**config.mk**
```make
export PLATFORM = sky130hd
export DESIGN_NAME = disparity_wta_select
export DESIGN_NICKNAME = d
export VERILOG_FILES = /design/src/rtl/stereo_pkg.sv /design/src/rtl/ssd_top2_update.sv /design/src/rtl/disparity_wta_select.sv
export SDC_FILE = /design/constraint.sdc
export NUM_CORES = 1
export LEC_CHECK = 0
export BUFFER_PORTS_ARGS = -buffer_cell sky130_fd_sc_hd__buf_4
export CORE_MARGIN = 10
export CORE_UTILIZATION = 61
export CTS_BUF_LIST = sky130_fd_sc_hd__clkbuf_8
export DETAILED_ROUTE_END_ITERATION = 7
export PLACE_DENSITY_LB_ADDON = 0.25
export SLEW_MARGIN = 20
export SYNTH_ARGS = -nofsm -noshare
export SYNTH_HDL_FRONTEND = slang
export SYNTH_SLANG_ARGS = --single-unit
```
**constraint.sdc**
```tcl
create_clock -name clk_in -period 7.4 [get_ports clk_in]
set_input_delay 0.37 -clock clk_in [delete_from_list [all_inputs] [get_ports clk_in]]
set_output_delay 0.37 -clock clk_in [all_outputs]
set_load 0.05 [all_outputs]
```
**src/rtl/stereo_pkg.sv**
```systemverilog
// Shared constants and types for the stereo block-matching pipeline.
package stereo_pkg;

  localparam int SSD_WIDTH  = 23;
  localparam int NUM_DISP   = 16;
  localparam int DISP_WIDTH = $clog2(NUM_DISP);
  localparam int BLOCK_SIZE = 6;
  localparam int IMG_W      = 240;
  localparam int IMG_H      = 320;

  typedef logic [SSD_WIDTH-1:0]  ssd_t;
  typedef logic [DISP_WIDTH-1:0] disp_t;

  typedef enum logic [1:0] {
    IDLE,
    SEARCH,
    EMIT
  } wta_state_t;

endpackage

```
**src/rtl/ssd_top2_update.sv**
```systemverilog
// Combinational best/second-best tracker step for one incoming SSD candidate.
module ssd_top2_update #(
  parameter int SSD_WIDTH  = 23,
  parameter int DISP_WIDTH = 4
) (
  input  logic [SSD_WIDTH-1:0]  best_i,
  input  logic [SSD_WIDTH-1:0]  second_i,
  input  logic [DISP_WIDTH-1:0] bestDisp_i,
  input  logic [SSD_WIDTH-1:0]  ssd_i,
  input  logic [DISP_WIDTH-1:0] disp_i,
  output logic [SSD_WIDTH-1:0]  best_o,
  output logic [SSD_WIDTH-1:0]  second_o,
  output logic [DISP_WIDTH-1:0] bestDisp_o
);

  // Strict compares: an equal SSD neither steals the win nor displaces second.
  always_comb begin
    best_o     = best_i;
    second_o   = second_i;
    bestDisp_o = bestDisp_i;
    if (ssd_i < best_i) begin
      second_o   = best_i;
      best_o     = ssd_i;
      bestDisp_o = disp_i;
    end else if (ssd_i < second_i) begin
      second_o = ssd_i;
    end
  end

endmodule

```
**src/rtl/disparity_wta_select.sv**
```systemverilog
// Winner-take-all disparity selection over a serial stream of block SSDs,
// with a uniqueness confidence flag and valid/ready result handshake.
module disparity_wta_select #(
  parameter int SSD_WIDTH   = stereo_pkg::SSD_WIDTH,
  parameter int NUM_DISP    = stereo_pkg::NUM_DISP,
  parameter int DISP_WIDTH  = $clog2(NUM_DISP),
  parameter int COORD_WIDTH = 9,
  parameter int UNIQ_SHIFT  = 3
) (
  input  logic                   clk_in,
  input  logic                   rst_in,
  input  logic                   start_in,
  input  logic [COORD_WIDTH-1:0] block_x_in,
  input  logic [COORD_WIDTH-1:0] block_y_in,
  input  logic                   ssd_valid_in,
  input  logic [SSD_WIDTH-1:0]   ssd_in,
  output logic                   ready_out,
  output logic                   valid_out,
  input  logic                   ready_in,
  output logic [DISP_WIDTH-1:0]  disparity_out,
  output logic [SSD_WIDTH-1:0]   min_ssd_out,
  output logic                   confident_out,
  output logic [COORD_WIDTH-1:0] block_x_out,
  output logic [COORD_WIDTH-1:0] block_y_out,
  output logic                   protocol_err_out
);

  import stereo_pkg::*;

  localparam logic [DISP_WIDTH:0] LAST_COUNT = (DISP_WIDTH+1)'(NUM_DISP - 1);
  localparam logic [DISP_WIDTH:0] COUNT_ONE  = (DISP_WIDTH+1)'(1);

  wta_state_t state_q, state_d;

  logic [DISP_WIDTH:0]    count_q;
  logic [SSD_WIDTH-1:0]   best_q, second_q;
  logic [DISP_WIDTH-1:0]  bestDisp_q;
  logic [COORD_WIDTH-1:0] blockX_q, blockY_q;
  logic [DISP_WIDTH-1:0]  resDisp_q;
  logic [SSD_WIDTH-1:0]   resSsd_q;
  logic                   resConf_q;
  logic                   protErr_q, protErr_d;

  logic [SSD_WIDTH-1:0]  bestNext, secondNext;
  logic [DISP_WIDTH-1:0] bestDispNext;
  logic [SSD_WIDTH:0]    margin;
  logic                  confNext;
  logic                  lastSample;

  ssd_top2_update #(
    .SSD_WIDTH (SSD_WIDTH),
    .DISP_WIDTH(DISP_WIDTH)
  ) u_top2 (
    .best_i    (best_q),
    .second_i  (second_q),
    .bestDisp_i(bestDisp_q),
    .ssd_i     (ssd_in),
    .disp_i    (count_q[DISP_WIDTH-1:0]),
    .best_o    (bestNext),
    .second_o  (secondNext),
    .bestDisp_o(bestDispNext)
  );

  // One extra bit on the margin so an all-ones best cannot wrap into "confident".
  assign margin     = {1'b0, bestNext} + {1'b0, (bestNext >> UNIQ_SHIFT)};
  assign confNext   = (margin < {1'b0, secondNext});
  assign lastSample = (count_q == LAST_COUNT);
  assign protErr_d  = (ssd_valid_in && (state_q != SEARCH)) ||
                      (start_in && (state_q != IDLE));

  always_ff @(posedge clk_in or posedge rst_in) begin
    if (rst_in) state_q <= IDLE;
    else        state_q <= state_d;
  end

  always_comb begin
    state_d = state_q;
    unique case (state_q)
      IDLE:    if (start_in) state_d = SEARCH;
      SEARCH:  if (ssd_valid_in && lastSample) state_d = EMIT;
      EMIT:    if (ready_in) state_d = IDLE;
      default: state_d = IDLE;
    endcase
  end

  always_comb begin
    ready_out = (state_q == IDLE);
    valid_out = (state_q == EMIT);
  end

  always_ff @(posedge clk_in or posedge rst_in) begin
    if (rst_in) begin
      count_q    <= '0;
      best_q     <= '1;
      second_q   <= '1;
      bestDisp_q <= '0;
      blockX_q   <= '0;
      blockY_q   <= '0;
      resDisp_q  <= '0;
      resSsd_q   <= '0;
      resConf_q  <= 1'b0;
      protErr_q  <= 1'b0;
    end else begin
      protErr_q <= protErr_d;
      if ((state_q == IDLE) && start_in) begin
        blockX_q   <= block_x_in;
        blockY_q   <= block_y_in;
        best_q     <= '1;
        second_q   <= '1;
        bestDisp_q <= '0;
        count_q    <= '0;
      end else if ((state_q == SEARCH) && ssd_valid_in) begin
        best_q     <= bestNext;
        second_q   <= secondNext;
        bestDisp_q <= bestDispNext;
        count_q    <= count_q + COUNT_ONE;
        if (lastSample) begin
          resDisp_q <= bestDispNext;
          resSsd_q  <= bestNext;
          resConf_q <= confNext;
        end
      end
    end
  end

  assign disparity_out    = resDisp_q;
  assign min_ssd_out      = resSsd_q;
  assign confident_out    = resConf_q;
  assign block_x_out      = blockX_q;
  assign block_y_out      = blockY_q;
  assign protocol_err_out = protErr_q;

endmodule
```
* Word level (Yosys, flattened, before mapping)
Index checks and enable logic that the tools add are counted.
Word-level totals: word-level logic and storage cells 51, register bits after elaboration 104
Operators by class: $lt $le $gt $ge 3, eq/ne operators 7, reductions and logical operators 11, mux-type cells 16, $add $sub $neg 2, bitwise operators 1
Operator list (number):
- $mux W23 | 7
- $lt A23 B23 Y1 | 2
- $add A23 B20 Y24 | 1
- $lt A24 B23 Y1 | 1
- $mux W4 | 3
- $mux W5 | 2
- $mux W2 | 3
- $pmux W2 S3 | 1
- $reduce_and A3 Y1 | 2
- $add A5 B1 Y5 const B | 1
- $eq A5 B4 Y1 const B | 1
- $logic_and A1 B1 Y1 | 5
- $ne A2 B1 Y1 const B | 2
- $ne A2 B2 Y1 const B | 2
- $reduce_bool A2 Y1 | 2
- $eq A2 B1 Y1 const B | 1
- $eq A2 B2 Y1 const B | 1
- $logic_not A2 Y1 | 1
- $logic_or A1 B1 Y1 | 1
- $not A1 Y1 | 1

* Depth between registers and ports, before layout
depth after elaboration 5, gate-level depth with buffers 35, mapped depth without buffers 32

* By module
A second synthesis with hierarchy kept.
Unflattened totals: cells, all modules 882, area total of the unflattened synthesis 7702.4 um^2
By module, submodules not included:
- disparity_wta_select | area each 5631.7 um^2, instances 1, cells an instance 585
- ssd_top2_update | area each 2070.7 um^2, instances 1, cells an instance 297

* Least setup slack after synthesis
No wires, ideal clock.
path type flip-flop to flip-flop, start point reg best_q[4], end point reg resConf_q (netlist: confident_out), setup slack 916 ps, period minus slack after synthesis 6484 ps, setup time 122 ps, path buffers 3, stages on the path, launching flop included 30, arrival 6362 ps, path through dfstp_2 > clkbuf_1 > inv_1 > ha_1 > and3_1 > a221o_1 > a31o_1 > and2_4 > nor2_2 > clkbuf_1 > clkbuf_1 > mux2i_1 > inv_1 > ha_1 > ha_1 > a2111oi_2 > and4b_4 > o311ai_4 > a32oi_4 > a211oi_4 > o31ai_1 > a21oi_1 > xnor2_1 > ha_1 > nand4_1 > nor4_1 > nand4_1 > a31oi_1 > o31ai_1 > a32o_1
Between the ends: word-level cells in the longest chain between the ends 4
RTL lines:
- start, declared | line disparity_wta_select.sv:36 | logic [SSD_WIDTH-1:0] best_q, second_q;
- start signal, assigned | line disparity_wta_select.sv:113 | best_q <= bestNext;
- $lt A23 B23 Y1 | line ssd_top2_update.sv:21 | if (ssd_i < best_i) begin
- $mux W23 | line ssd_top2_update.sv:21
- net bestNext[0] | line disparity_wta_select.sv:44 | logic [SSD_WIDTH-1:0] bestNext, secondNext;
- $add A23 B20 Y24 | line disparity_wta_select.sv:65 | assign margin = {1'b0, bestNext} + {1'b0, (bestNext >> UNIQ_SHIFT)};
- $lt A24 B23 Y1 | line disparity_wta_select.sv:66 | assign confNext = (margin < {1'b0, secondNext});
- end signal, assigned | line disparity_wta_select.sv:120 | resConf_q <= confNext;
- end, declared | line disparity_wta_select.sv:41 | logic resConf_q;
The timed path passes the listed nets, and every way through them passes these cells. A chain may end at the register's enable or synchronous reset.

* Worst setup path in the final report
Same ends and word-level chain as after synthesis.

==> impl_metrics.toml <==
[run_status]
status = "finished, final reports clean"

[drt]
dr.pass1.iters = 5
wl_per_cell_um = 19.1
antenna_left = 0
drc = 0
viasPerCell = 6.09
initialDrtViolationCount = 587
routed_wl_um = 19900
via_count = 6353

[worst_setup_path]
crit_cells = 26
endpoint_kind = "register"
cp_slowest_cell = "dfstp_2"
critical_path_class = "reg2reg"
start_kind = "register"
crit_fanout = 29
cp_data_required_time_ps = 7710
rr_worst_depth = 26
cpPeakStageDelay_ps = 630
worst_path_most_repeated_cell = "ha_1"
crit_end = "confident_out"
cp.arrival_ps = 7030
r2r_end = "confident_out"
cpLargestDelayFamily = "compound AO/OA/AOI/OAI gates"
cp_num_buf_inv = 3
reg2reg_setup_slack_ps = 680
worstSetupStartpoint = "best_q[4]"
r2r-start = "best_q[4]"

[timing]
finalSetupViolations = 0
finClkSkew_ps = 13.2
finalHoldViolCount = 0
rsz0062_at_grt = "false"
fin_setup_tns_ps = 0
min_period_over_period_pct = 90.8
worst_pin_slew_ps = 1090
slew_viol_final = 0
fmax_ghz = 0.149
hold_ws_ps = 70.9
fin_crit_ps = 6720
maxSlewHeadroom_pct = 27.0

[floorplan]
die_area_um2 = 16800
core_area_um2 = 11600
rows = 39
start_util_pct = 63.1
chipHeight_um = 130
die_x_um = 130
num_io_pins = 95

[global_routing]
grt_pass1_wl_um = 32500
overflow = 0
grt_max_degree = 58
grt_pass1_vias = 6415
grtUsageTotal_pct = 24.2
antenna_found_initial = 0

[synth]
synthCells = 806
synth-compound-area-share_pct = 21.3
ys_top_cells_by_area = "dfrtp_1, dfstp_2, ha_1"
synthFlopType = "dfrtp_1"
synth-simple-area-share_pct = 11.3
yosys.area_share.adder_pct = 15.1
synthXorXnorAreaFrac_pct = 3.35
synth.cell_area_um2 = 7330
ys_seq_area_share_pct = 36.3
synth_top_family_by_area = "compound AO/OA/AOI/OAI gates"
syn_nets = 939
ys_ff_latch = 104
synth_edf_count = 0
async_flop_share_pct = 100
synth_cell_type_count = 59
synth_top_area_share_pct = 19.8
synth_mux_area_share_pct = 6.86
synth_area_leader_cell = "dfrtp_1"
ys_warn_count = 0
syn_avg_cell_area_um2 = 9.09

[final_layout]
diodes = 0
multi_input_area_um2 = 4270
layout_commonest_cell = "buf_4"
final_cell_mix = "buf_4, ha_1, a21oi_1"
fillers = 899
area_growth_pct = 15.5
drive_gt1_share_pct = 23.5
seqCellArea_um2 = 2660
fin_nets = 1029

[hold_path]
min_path_type = "in2async"

[cts]
cts_tree = "done"
clockBufferDepth = 2
cts_resized = 0
cts_setup_buffers = 0
numCtsBuffers = 9
htree_levels = 3
clkLatencyLatePin_ps = 410
cts.sinks = 104
cts_hold_buf = 0
clkTransAtPathRegs_ps = 110
cts-root-buf = "clkbuf_8"

[placement]
post-dp-hpwl_um = 15600
portBuffers = 94
gp_congestion = 0.957

[run]
maxCapViolCount = 0
[how the worst min path moves through the flow]
stage          cells past startpoint                to  slack [ps]
2_1_floorplan                      1        state_q[0]         450
4_1_cts                            2    block_x_out[7]          80
6_report                           2    block_x_out[7]          70
3_5_place_dp                       2  disparity_out[1]         480
3_3_place_gp                       2   min_ssd_out[15]         470
5_1_grt                            2    block_x_out[7]         100
[state kept, by name, summed over array words and instances (netlist names)]
name              cells
min_ssd_out          23
protocol_err_out      1
disparity_out         4
bestDisp_q            4
best_q               23
state_q               2
second_q             23
confident_out         1
block_y_out           9
count_q               5
block_x_out           9
[layer usage]
layer | GRT usage, % | vias to the layer above | wire (um)
met5 | 0 | - | 0
met4 | 6.68 | 0 | 386
met3 | 8.93 | 34 | 1900
met2 | 36.4 | 234 | 8740
met1 | 32.3 | 3041 | 8880
li1 | - | 3044 | -
[synthesized netlist by cell type (all sizes together), types with 7 or more instances]
| master | n |
|---|---|
| a21o | 16 |
| a21oi | 83 |
| a22oi | 43 |
| clkbuf | 30 |
| dfrtp | 58 |
| dfstp | 46 |
| ha | 87 |
| inv | 75 |
| mux2 | 18 |
| mux2i | 30 |
| nand2 | 63 |
| nand3 | 7 |
| nand4 | 14 |
| nor2 | 72 |
| o21ai | 53 |
| xnor2 | 17 |
| xor2 | 11 |
[logic make-up after synthesis]
family / count (synthesis)
buffers and inverters: 111
adder cells (fa/ha/maj): 89
AND/OR/NAND/NOR: 185
flip-flops: 104
AO/OA/AOI/OAI: 241
XOR/XNOR: 28
multiplexers: 48
[stage by stage]
stage	instance area [um^2]	util (%)	cells	setup WS, ps
final	8460	72.9	1044	680
after global routing	8460	72.9	1044	362
after CTS	8460	72.9	1044	793
after detailed placement	8250	71.1	1028	829
after global placement	8250	71.1	1028	925
after floorplan	7330	-	806	916
[final cells by class]
cell class | count | share of cell area, %
tap | 143 | 2.11
timing repair buffer | 115 | 10.2
clock buffer | 9 | 1.46
inverter | 75 | 3.36
clock inverter | 7 | 0.991
multi-input combinational | 591 | 50.4
sequential | 104 | 31.4
Power is not shown: default switching activity piles up to over one toggle a cycle in this logic, so the estimate is an artifact.
